File: config.mk
export PLATFORM = sky130hd
export DESIGN_NAME = seq_detector_prog
export DESIGN_NICKNAME = d
export VERILOG_FILES = /design/src/rtl/seq_det_pkg.sv /design/src/rtl/seq_shift_hist.sv /design/src/rtl/seq_detector_prog.sv
export SDC_FILE = /design/constraint.sdc
export NUM_CORES = 1
export LEC_CHECK = 0
export CAP_MARGIN = 5
export CORE_MARGIN = 5
export CORE_UTILIZATION = 30
export DETAILED_ROUTE_END_ITERATION = 8
export PLACE_DENSITY = 0.59
export SKIP_LAST_GASP = 1
export SLEW_MARGIN = 20
export SYNTH_ARGS = -nofsm -noshare
export SYNTH_HDL_FRONTEND = slang
export SYNTH_SLANG_ARGS = --single-unit
File: constraint.sdc
create_clock -name clk -period 3 [get_ports clk]
set_clock_uncertainty 0.15 [all_clocks]
set_input_delay 0.6 -clock clk [delete_from_list [all_inputs] [get_ports clk]]
set_output_delay 0.6 -clock clk [all_outputs]
set_load 0.1 [all_outputs]
File: src/rtl/seq_det_pkg.sv
// seq_det_pkg: shared types, default pattern and length-width helper for the serial pattern detector
package seq_det_pkg;
    typedef enum logic {MODE_NONOVL = 1'b0, MODE_OVL = 1'b1} mode_e;
    localparam logic [3:0] DEF_PAT = 4'b1011;
    function automatic int len_w(input int pat_w);
        return $clog2(pat_w + 1);
    endfunction
endpackage

File: src/rtl/seq_shift_hist.sv
// seq_shift_hist: serial history shift register with saturating fill count, flush and match drop
module seq_shift_hist
    import seq_det_pkg::*;
#(
    parameter int PAT_W = 4,
    localparam int LEN_W = len_w(PAT_W)
) (
    input  logic             clk,
    input  logic             rst_n,
    input  logic             flush,
    input  logic             sample,
    input  logic             drop,
    input  logic             x,
    input  logic [LEN_W-1:0] cur_len,
    output logic [PAT_W-1:0] hist_nxt,
    output logic [LEN_W-1:0] fill,
    output logic [LEN_W-1:0] fill_nxt
);
    // the oldest bit falls off on the next shift, so only PAT_W-1 bits are stored
    logic [PAT_W-2:0] hist;
    always_comb begin
        hist_nxt = {hist, x};
        fill_nxt = (fill >= cur_len) ? cur_len : fill + 1'b1;
    end
    always_ff @(posedge clk or negedge rst_n) begin
        if (!rst_n) begin
            hist <= '0;
            fill <= '0;
        end else if (flush) begin
            hist <= '0;
            fill <= '0;
        end else if (sample) begin
            hist <= hist_nxt[PAT_W-2:0];
            fill <= drop ? '0 : fill_nxt;
        end
    end
endmodule

File: src/rtl/seq_detector_prog.sv
// seq_detector_prog: programmable serial pattern detector with saturating match counter
// SEQ_DET_STICKY_EN adds a sticky hit output set by any match and cleared by cnt_clr
module seq_detector_prog
    import seq_det_pkg::*;
#(
    parameter int PAT_W = 4,
    parameter int CNT_W = 8,
    parameter logic [PAT_W-1:0] RST_PAT = PAT_W'(DEF_PAT),
    localparam int LEN_W = len_w(PAT_W)
) (
    input  logic             clk,
    input  logic             rst_n,
    input  logic             en,
    input  logic             x,
    input  logic             ovl,
    input  logic             cfg_load,
    input  logic [PAT_W-1:0] pat_in,
    input  logic [LEN_W-1:0] len_in,
    input  logic             cnt_clr,
    output logic             z,
    output logic [CNT_W-1:0] match_cnt,
    output logic [LEN_W-1:0] fill
`ifdef SEQ_DET_STICKY_EN
    ,
    output logic             hit
`endif
);
    logic [PAT_W-1:0] cur_pat, hist_nxt, mask;
    logic [LEN_W-1:0] cur_len, len_cl, fill_nxt;
    logic             sample, match, drop;

    seq_shift_hist #(.PAT_W(PAT_W)) u_hist (
        .clk(clk),
        .rst_n(rst_n),
        .flush(cfg_load),
        .sample(sample),
        .drop(drop),
        .x(x),
        .cur_len(cur_len),
        .hist_nxt(hist_nxt),
        .fill(fill),
        .fill_nxt(fill_nxt)
    );

    // a shift by PAT_W empties the ones, so the full-length mask is all ones
    always_comb begin
        sample = en & ~cfg_load;
        len_cl = (len_in == '0 || len_in > LEN_W'(PAT_W)) ? LEN_W'(PAT_W) : len_in;
        mask = ~({PAT_W{1'b1}} << cur_len);
        match = sample && fill_nxt == cur_len && ((hist_nxt ^ cur_pat) & mask) == '0;
        drop = match && mode_e'(ovl) == MODE_NONOVL;
    end

    always_ff @(posedge clk or negedge rst_n) begin
        if (!rst_n) begin
            cur_pat <= RST_PAT;
            cur_len <= LEN_W'(PAT_W);
        end else if (cfg_load) begin
            cur_pat <= pat_in;
            cur_len <= len_cl;
        end
    end

    always_ff @(posedge clk or negedge rst_n) begin
        if (!rst_n) begin
            z         <= 1'b0;
            match_cnt <= '0;
        end else begin
            z <= match;
            if (cnt_clr)
                match_cnt <= '0;
            else if (match && match_cnt != '1)
                match_cnt <= match_cnt + 1'b1;
        end
    end

`ifdef SEQ_DET_STICKY_EN
    always_ff @(posedge clk or negedge rst_n) begin
        if (!rst_n)
            hit <= 1'b0;
        else if (cnt_clr)
            hit <= 1'b0;
        else if (match)
            hit <= 1'b1;
    end
`endif
endmodule

---- Word level (Yosys, flattened, before mapping) ----
Cells that the tools add are included.
operators by class
  add/sub/neg operators ................... 2
  multipliers ............................. 0
  divide/modulo/power cells ............... 0
  $lt $le $gt $ge ......................... 2
  equality and inequality tests ........... 2
  shift-type cells ........................ 1
  mux-type cells .......................... 9
  bitwise logic cells ..................... 6
  reduce and logical (&&, ||, !) cells .... 9
operators with widths
  kind                                                                count
  3-bit two-way mux                                                   7
  8-bit two-way mux                                                   2
  8-bit by 1-bit adder with 8-bit output (second input constant)      1
  8-bit inequality test (second input constant)                       1
  4-bit AND                                                           1
  1-bit logical AND                                                   4
  4-bit zero test                                                     1
  4-bit NOT                                                           1
  2-bit nonzero test                                                  2
  4-bit by 3-bit << shifter with 4-bit output (first input constant)  1
  4-bit bitwise XOR                                                   1
  3-bit by 1-bit adder with 3-bit output (second input constant)      1
  3-bit == test                                                       1
  3-bit >= comparator                                                 1
  3-bit greater-than comparator (second input constant)               1
  3-bit zero test                                                     1
  1-bit NOT                                                           2
  1-bit AND                                                           1
  1-bit logical OR                                                    1
word-level totals
  register bits after elaboration ......... 22
  bits in latches ......................... 0
  bits in writable memories ............... 0
  bits in read-only memories .............. 0
  bits of input ports ..................... 14
  output and inout bits ................... 12
  memories kept ........................... 0

---- Depth between registers and ports, before layout ----
Gate-level depths: netlist (run 1).
  depth after elaboration ................. 9
  mapped depth ............................ 8

---- Modules after synthesis ----
A second synthesis (run 1) with hierarchy kept.
unflattened totals
  cells, all modules ...................... 126
  area total of the unflattened synthesis .. 1,281.2 um^2
modules (own cells, without submodules)
  module             instances  cells each  area each (um^2)
  seq_detector_prog  1          87          869.6
  seq_shift_hist     1          39          411.6

---- Worst setup path before layout (run 1) ----
OpenSTA, ideal clock, no wires.
  path kind ............................... register to register
  start point ............................. reg u_hist.fill[0]
  end point ............................... reg match_cnt[6]
  library setup time ...................... 0.125 ns
  arrival time ............................ 2.625 ns
  data required time ...................... 2.725 ns
  setup slack ............................. 0.100 ns
  stages on the path, launching flop included .. 8
  path buffers ............................ 1
  cells stage by stage .................... dfrtp_1 -> ha_1 -> xnor2_1 -> nand2_1 -> o221a_4 -> buf_2 -> nor4_2 -> mux2_2
on the way
  cells in the longest elaborated chain, start to end .. 7
  elaborated cells between the ends (all ways) .. 8
RTL lines
  element                                                                               RTL line                 RTL
  start: declaration                                                                    seq_shift_hist.sv:16     output logic [LEN_W-1:0] fill,
  start signal: assignment                                                              seq_shift_hist.sv:34     fill <= drop ? '0 : fill_nxt;
  3-bit by 1-bit adder with 3-bit output / 3-bit >= comparator (equally long branches)  seq_shift_hist.sv:23     fill_nxt = (fill >= cur_len) ? cur_len : fill + 1'b1;
  3-bit two-way mux *                                                                   seq_shift_hist.sv:23
  3-bit == test *                                                                       seq_detector_prog.sv:50  match = sample && fill_nxt == cur_len && ((hist_nxt ^ cur_pat) & mask) == '0;
  1-bit logical AND * (2 in a row)                                                      seq_detector_prog.sv:50
  1-bit logical AND *                                                                   seq_detector_prog.sv:72  else if (match && match_cnt != '1)
  2-bit nonzero test (no source line) *                                                 -
  end signal: assignment                                                                seq_detector_prog.sv:73  match_cnt <= match_cnt + 1'b1;
  end: declaration                                                                      seq_detector_prog.sv:21  output logic [CNT_W-1:0] match_cnt,
Mark *: on every way between the ends. The rest lies on a longest branch, timed or not.
A chain may end at the register's enable or synchronous reset.

---- Worst setup path after layout (run 1) ----
  start point ............................. reg u_hist.fill[0]
  end point ............................... reg u_hist.fill[2]
on the way
  cells in the longest elaborated chain, start to end .. 9
  elaborated cells between the ends (all ways) .. 10
RTL lines
  element                                                                               RTL line                 RTL
  3-bit by 1-bit adder with 3-bit output / 3-bit >= comparator (equally long branches)  seq_shift_hist.sv:23
  3-bit two-way mux *                                                                   seq_shift_hist.sv:23
  3-bit == test                                                                         seq_detector_prog.sv:50
  1-bit logical AND (2 in a row)                                                        seq_detector_prog.sv:50
  1-bit logical AND                                                                     seq_detector_prog.sv:51  drop = match && mode_e'(ovl) == MODE_NONOVL;
  3-bit two-way mux *                                                                   seq_shift_hist.sv:34
  3-bit two-way mux *                                                                   seq_shift_hist.sv:32     end else if (sample) begin
  3-bit two-way mux *                                                                   seq_shift_hist.sv:29     end else if (flush) begin
Mark *: on every way between the ends. The rest lies on a longest branch, timed or not. The select of a mux whose other input is x is not followed.

==> results_dict.tcl, run 1 <==
set metrics [dict create \
    synth_seq_area_share 0.4265 \
    crit_family "simple AND/OR/NAND/NOR gates" \
    switching_power_w 0.0002660 \
    power.ir.vdd_worst_mv 0.3262 \
    chipWidth_um 75.89 \
    setup_repair_after_global_routing_missed_its_margin "no" \
    synthCells 122 \
    place.gp.congestion 0.7838 \
    effective_utilization_at_floorplan 0.3033 \
    clock_sink_count 22 \
    cp_data_arrival_time_ns 2.46 \
    cts_root_buf "clkbuf_8" \
    number_of_register_bits_inferred_by_synthesis 22 \
    cp_slowest_cell "or4_4" \
    clock_transition_time_at_the_flip_flop_clock_pins_of_the_worst_setup_and_hold_paths_ns 0.08 \
    critical_path.reg2reg.endpoint "u_hist.fill[2]" \
    detail_placement_hpwl_um 2160 \
    worst-setup-path-type "reg2reg" \
    clock_tree.htree_level_count 1 \
    switching_part_of_the_total_power 0.3420 \
    min_path_type "reg2reg" \
    ioPinCount 26 \
    final.min_clock_period_ns 2.466 \
    pwr_density_cell_nw_per_um2 478.2 \
    finalHoldViolations 0 \
    postCtsResizedCells 0 \
    required_ns 3.00 \
    synthesis.nets 142 \
    worst-path-buf-inv 0 \
    p_comb_frac 0.320 \
    number_of_synthesized_flops_with_an_enable_pin 0 \
    yosys_warning_count 0 \
    finalCritPeriodShare 0.8219 \
    postRouteAntennaNets 0 \
    post_synth_num_cell_types 37 \
    remaining_drc_errors 0 \
    cts_bufs_inserted 3 \
    clkPwrFrac 0.241 \
    critical-path-max-stage-delay_ns 0.55 \
    vias 1030 \
    cts_post_setup_buffers_inserted 0 \
    setup_viol 0 \
    holdPathStages 1 \
    end_of_the_worst_hold_path "cur_pat[2]" \
    syn2layout_area_growth_pct 24.88 \
    final-max-slew-violation-count 0 \
    worst_setup_path_end_kind "flip-flop" \
    tns_ns 0 \
    synth-async-reset-ratio 1.000 \
    post_synthesis_instance_area_um2 1302 \
    cts_tree "yes" \
    crit_path_max_fanout 16 \
    post_route_cells_drive_above_1_share 0.2282 \
    stdcell_count 201 \
    grt_antenna_before_repair 0 \
    total_leakage_power_nw 0.6939 \
    timing.reg2reg.setup_slack_ns 0.53 \
    grt_util_all_layers 0.1027 \
    largest_net_degree_at_the_start_of_global_routing 23 \
    min_from "cur_pat[2]" \
    layout.nets 170 \
    synth_top_flop_cell "dfrtp_1" \
    detail_routed_net_length_per_standard_cell_um 13.77 \
    number_of_global_route_vias_before_repair 981 \
    core_area_um2 4294 \
    fp-row-count 24 \
    syn-mean-instance-area_um2 10.68 \
    sequence_of_cells_on_the_critical_path "ha_1, xnor2_1, nand2_1, o221a_4, or4_4, a32o_1" \
    worst_setup_path_start_kind "flip-flop" \
    postCtsHoldBufs 0 \
    critical_path.reg2reg.startpoint "u_hist.fill[0]" \
    result_of_the_run "complete, no violations" \
    internal_power_w 0.0005117 \
    via_per_inst 5.124 \
    first_iter_violations 81 \
    slew_headroom 0.6709 \
    ff2ff_path_depth 6 \
    die_y_um 75.89 \
    route.final.wire_length_um 2767 \
    placed_cells 197 \
    drt_pre_antenna_iters 4 \
    antenna_diode_count 0 \
    port_buffers 25 \
    power_frac_seq 0.439 \
    clock_latency_ns 0.26 \
    globalRouteOverflowTotal 0 \
    wire_length_of_the_first_global_routing_pass_um 4547 \
    achievable-frequency_ghz 0.4056 \
    cap_violations 0 \
    cts-root-to-sink-buffers 2 \
    timing_worst_slew_pin_value_ns 0.4885 \
    fp.dieArea_um2 5759 \
]
[power by group through the flow]
stage | clock network (W) | logic [W] | registers, W
3_3_place_gp | 0 | 0.000244 | 0.000347
4_1_cts | 0.000195 | 0.000251 | 0.000342
2_1_floorplan | 0 | 0.000142 | 0.000392
5_1_grt | 0.000210 | 0.000271 | 0.000345
6_report | 0.000187 | 0.000249 | 0.000341
3_5_place_dp | 0 | 0.000251 | 0.000347
[state kept, by name, summed over array words and instances (netlist names)]
register,count
u_hist.fill,3
cur_len,3
match_cnt,8
z,1
u_hist.hist,3
cur_pat,4
[Yosys cell counts, drive strengths merged, types with 2 or more instances]
library cell / number / share of area
a21oi: 8 / 0.031
a32o: 3 / 0.023
nand2: 5 / 0.014
dfstp: 4 / 0.081
nand2b: 2 / 0.0096
nor2: 7 / 0.020
xnor2: 8 / 0.054
dfrtp: 18 / 0.35
or4: 5 / 0.032
o31ai: 4 / 0.023
mux2: 7 / 0.061
o21ai: 3 / 0.012
o22ai: 4 / 0.019
buf: 4 / 0.019
nor2b: 3 / 0.014
nand3: 3 / 0.012
inv: 8 / 0.023
or3: 2 / 0.013
ha: 6 / 0.058
nor4: 3 / 0.031
mux2i: 6 / 0.046
[worst max-delay path by stage]
stage / startpoint / to / cells past startpoint / slack (ns)
5_1_grt: u_hist.fill[0] / u_hist.fill[2] / 6 / 0.45
3_5_place_dp: x / match_cnt[7] / 6 / 0.27
2_1_floorplan: u_hist.fill[0] / match_cnt[6] / 7 / 0.10
3_3_place_gp: cfg_load / match_cnt[4] / 6 / 0.34
6_report: u_hist.fill[0] / u_hist.fill[2] / 6 / 0.53
4_1_cts: cur_len[2] / u_hist.fill[2] / 6 / 0.54
[metal layers]
metal / wire length [µm] / track usage / part of all wire / up-vias
li1: - / - / - / 495
met1: 1192 / 0.1267 / 0.43 / 497
met2: 1369 / 0.1816 / 0.49 / 38
met3: 206 / 0.03166 / 0.074 / 0
met4: 0 / 0.009709 / 0 / 0
met5: 0 / 0 / 0 / -
[area by class of cell]
class | instances | area (µm²)
Tap cell | 52 | 65.06
Fill cell | 433 | 2668
Timing Repair Buffer | 28 | 242.7
Multi-Input combinational cell | 87 | 688.2
Inverter | 8 | 30.03
Sequential cell | 22 | 555.5
Clock buffer | 4 | 45.04
[cell families (layout without fill, tap and decap cells)]
logic type               after synthesis  after routing  share of synthesized area
buffers and inverters                 13             40                    0.04514
AND/OR/NAND/NOR                       35             35                     0.1729
XOR/XNOR                               9              9                    0.06052
adder cells (fa/ha/maj)                6              6                    0.05764
multiplexers                          13             13                     0.1066
flip-flops                            22             22                     0.4265
AO/OA/AOI/OAI                         24             24                     0.1306
[through the flow]
stage | cell area [µm²] | total power [W] | hold WS, ns | utilization | setup slack [ns]
2_1_floorplan | 1303 | 0.0005337 | 0.1544 | - | 0.1003
3_3_place_gp | 1582 | 0.0005910 | 0.3718 | 0.3683 | 0.3389
3_5_place_dp | 1582 | 0.0005982 | 0.3723 | 0.3683 | 0.2652
4_1_cts | 1627 | 0.0007882 | 0.3899 | 0.3788 | 0.5388
5_1_grt | 1627 | 0.0008257 | 0.4201 | 0.3788 | 0.4467
6_report | 1627 | 0.0007778 | 0.3848 | 0.3788 | 0.5344
[cells in the final DEF, fill, tap and decap left out]
master,synthesis,final
clkbuf_1,1,1
or3_1,1,1
nor2_1,7,7
clkdlybuf4s50_1,0,13
nor3_1,1,1
clkbuf_8,0,3
o21ai_0,3,3
dfstp_2,4,4
a21oi_1,8,8
ha_1,6,6
nand2_1,5,5
or4_4,1,1
nand3_1,3,3
or3_4,1,1
nor4_4,1,1
nor2b_1,3,3
o22ai_1,4,4
xor2_1,1,1
xnor2_1,8,8
and4_1,1,1
a32o_1,3,3
inv_1,8,8
buf_4,0,15
mux2_1,1,1
o221a_4,1,1
nand2b_1,2,2
nor4_2,1,1
or2_2,1,1
or3b_1,1,1
o31ai_1,4,4
or4_1,4,4
mux2i_1,6,6
nor4_1,1,1
mux2_2,6,6
dfrtp_1,18,18
nand4_1,1,1
a41o_1,1,1
Note: power is estimated with default switching activity, not from simulation.
==> run 2, diff against run 1 <==
- PLACE_DENSITY: 0.59 -> 0.61
- clock period: 3 -> 2.2 ns (I/O delays scaled with it)
==> results_dict.tcl, run 2 (same netlist as run 1, synthesis figures left out) <==
set metrics [dict create \
    remaining_drc_errors 0 \
    critical_path.reg2reg.startpoint "match_cnt[3]" \
    timing.reg2reg.setup_slack_ns -0.03 \
    drt_pre_antenna_iters 4 \
    postRouteAntennaNets 0 \
    via_per_inst 5.100 \
    route.final.wire_length_um 3301 \
    cts_tree "yes" \
    chipWidth_um 75.89 \
    switching_power_w 0.0004271 \
    largest-register "match_cnt" \
    fill_cells 400 \
    clock_transition_time_at_the_flip_flop_clock_pins_of_the_worst_setup_and_hold_paths_ns 0.08 \
    finalCritPeriodShare 1.014 \
    die_y_um 75.89 \
    wire_length_of_the_first_global_routing_pass_um 5561 \
    cts_root_buf "clkbuf_8" \
    grt_util_all_layers 0.1250 \
    worst_slack_ns -0.03178 \
    tns_ns -0.2044 \
    layout.cells.most_common "buf_4" \
    power_frac_seq 0.357 \
    total_leakage_power_nw 0.8729 \
    required_ns 2.23 \
    syn2layout_area_growth_pct 58.41 \
    vias 1168 \
    stdcell_count 229 \
    cp_slowest_cell "dfrtp_4" \
    timing_worst_slew_pin_value_ns 0.4731 \
    clkPwrFrac 0.196 \
    dp_slack_ns -0.3387 \
    internal_power_w 0.0008784 \
    ioPinCount 26 \
    detail_placement_hpwl_um 2375 \
    clock_sink_count 22 \
    fp.dieArea_um2 5759 \
    power.ir.vdd_worst_mv 0.3128 \
    layout_common_cells "35 x buf_4, 10 x clkdlybuf4s50_1" \
    pwr_density_cell_nw_per_um2 632.7 \
    final.min_clock_period_ns 2.232 \
    place.gp.congestion 0.8489 \
    detail_routed_net_length_per_standard_cell_um 14.41 \
    setup_viol 9 \
    p_comb_frac 0.447 \
    power_w 0.001305 \
    largest_reg_flops 8 \
    first_iter_violations 69 \
    worst_setup_path_start_kind "flip-flop" \
    antenna_diode_count 0 \
    setup_repair_after_global_routing_missed_its_margin "yes" \
    post_route_cells_drive_above_1_share 0.5311 \
    fp-row-count 24 \
    slew_headroom 0.6836 \
    cts_bufs_inserted 3 \
    layout.nets 198 \
    cts-root-to-sink-buffers 2 \
    grt_antenna_before_repair 0 \
    worst-setup-path-type "reg2reg" \
    critical_path.reg2reg.endpoint "match_cnt[7]" \
    core_area_um2 4294 \
    worst_setup_path_end_kind "flip-flop" \
    clock_latency_ns 0.26 \
    postCtsHoldBufs 0 \
    globalRouteOverflowTotal 0 \
    finalHoldViolations 0 \
    largest_net_degree_at_the_start_of_global_routing 23 \
    violations_in_the_final_reports "negative setup slack" \
    final-max-slew-violation-count 0 \
    sequence_of_cells_on_the_critical_path "and4_4, a41o_1, or3_4, buf_6, or4_4, a21oi_2" \
    switching_part_of_the_total_power 0.3272 \
    result_of_the_run "finished, violations left" \
    crit_path_max_fanout 6 \
    biggestRegsByFlops "match_cnt (8), cur_pat (4)" \
    ff2ff_path_depth 6 \
    cap_violations 0 \
    port_buffers 25 \
    effective_utilization_at_floorplan 0.3033 \
    cp_data_arrival_time_ns 2.27 \
    min_path_type "in2async" \
    achievable-frequency_ghz 0.4481 \
    critical-path-max-stage-delay_ns 0.47 \
    number_of_global_route_vias_before_repair 1294 \
    clock_tree.htree_level_count 1 \
    placed_cells 218 \
]
## run 2: cell count changes in the layout (fill, tap and decap cells not counted), sizes merged
cell / delta
clkbuf: +1
buf: +27
dlygate4sd2: +3
clkdlybuf4s50: -3
## run 2: worst max-delay path by stage
stage	slack (ns)	end	start
4_1_cts	-0.05	match_cnt[7]	match_cnt[3]
3_3_place_gp	-0.29	match_cnt[3]	x
2_1_floorplan	-0.23	u_hist.fill[2]	u_hist.fill[0]
3_5_place_dp	-0.34	match_cnt[3]	cfg_load
6_report	-0.03	match_cnt[7]	match_cnt[3]
5_1_grt	-0.11	match_cnt[2]	cur_len[0]
## run 2: final cells by class
type | instances | area (µm²) | share of cell area
clock buffers | 4 | 45.04 | 0.02183
inverters | 8 | 30.03 | 0.01455
multi-input cells | 87 | 822.0 | 0.3984
flip-flops and latches | 22 | 586.8 | 0.2844
well taps | 52 | 65.06 | 0.03153
repair buffers | 56 | 514.2 | 0.2492
## run 2: timing repair
action | in CTS | in global routing
buffers inserted | 6 | 0
cloned | 0 | 1
resized for setup | 16 | 16
pin swaps | 9 | 6
setup endpoints to repair | 9 | 11
## run 2: worst max-delay path, delay by kind of cell (launching register included)
family / cells / cell delay, ns
AND/OR/NAND/NOR: 3 / 1.02
AO/OA/AOI/OAI: 2 / 0.35
flip-flops: 1 / 0.47
buffers and inverters: 1 / 0.15
## run 2: layer usage
| layer | global-route usage | routed length (µm) | up-vias |
|---|---|---|---|
| met4 | 0.01942 | 4 | 0 |
| li1 | - | - | 557 |
| met2 | 0.2433 | 1785 | 30 |
| met5 | 0 | 0 | - |
| met3 | 0.03034 | 194 | 2 |
| met1 | 0.1373 | 1317 | 579 |
## run 2: per-stage QoR
stage	hold slack [ns]	utilization	instance area (µm²)
finish	0.3732	0.4805	2063
global route	0.4016	0.4805	2063
detailed placement	0.3810	0.4225	1814
floorplan	-0.005591	-	1359
global placement	0.3740	0.4225	1814
CTS	0.3854	0.4572	1963
## run 2: power by group through the flow
stage / clock network (W) / logic [W] / registers [W]
after floorplan: 0 / 0.000210 / 0.000544
after global placement: 0 / 0.000446 / 0.000472
after detailed placement: 0 / 0.000457 / 0.000473
after CTS: 0.000270 / 0.000515 / 0.000465
after global routing: 0.000289 / 0.000624 / 0.000471
final: 0.000256 / 0.000584 / 0.000466
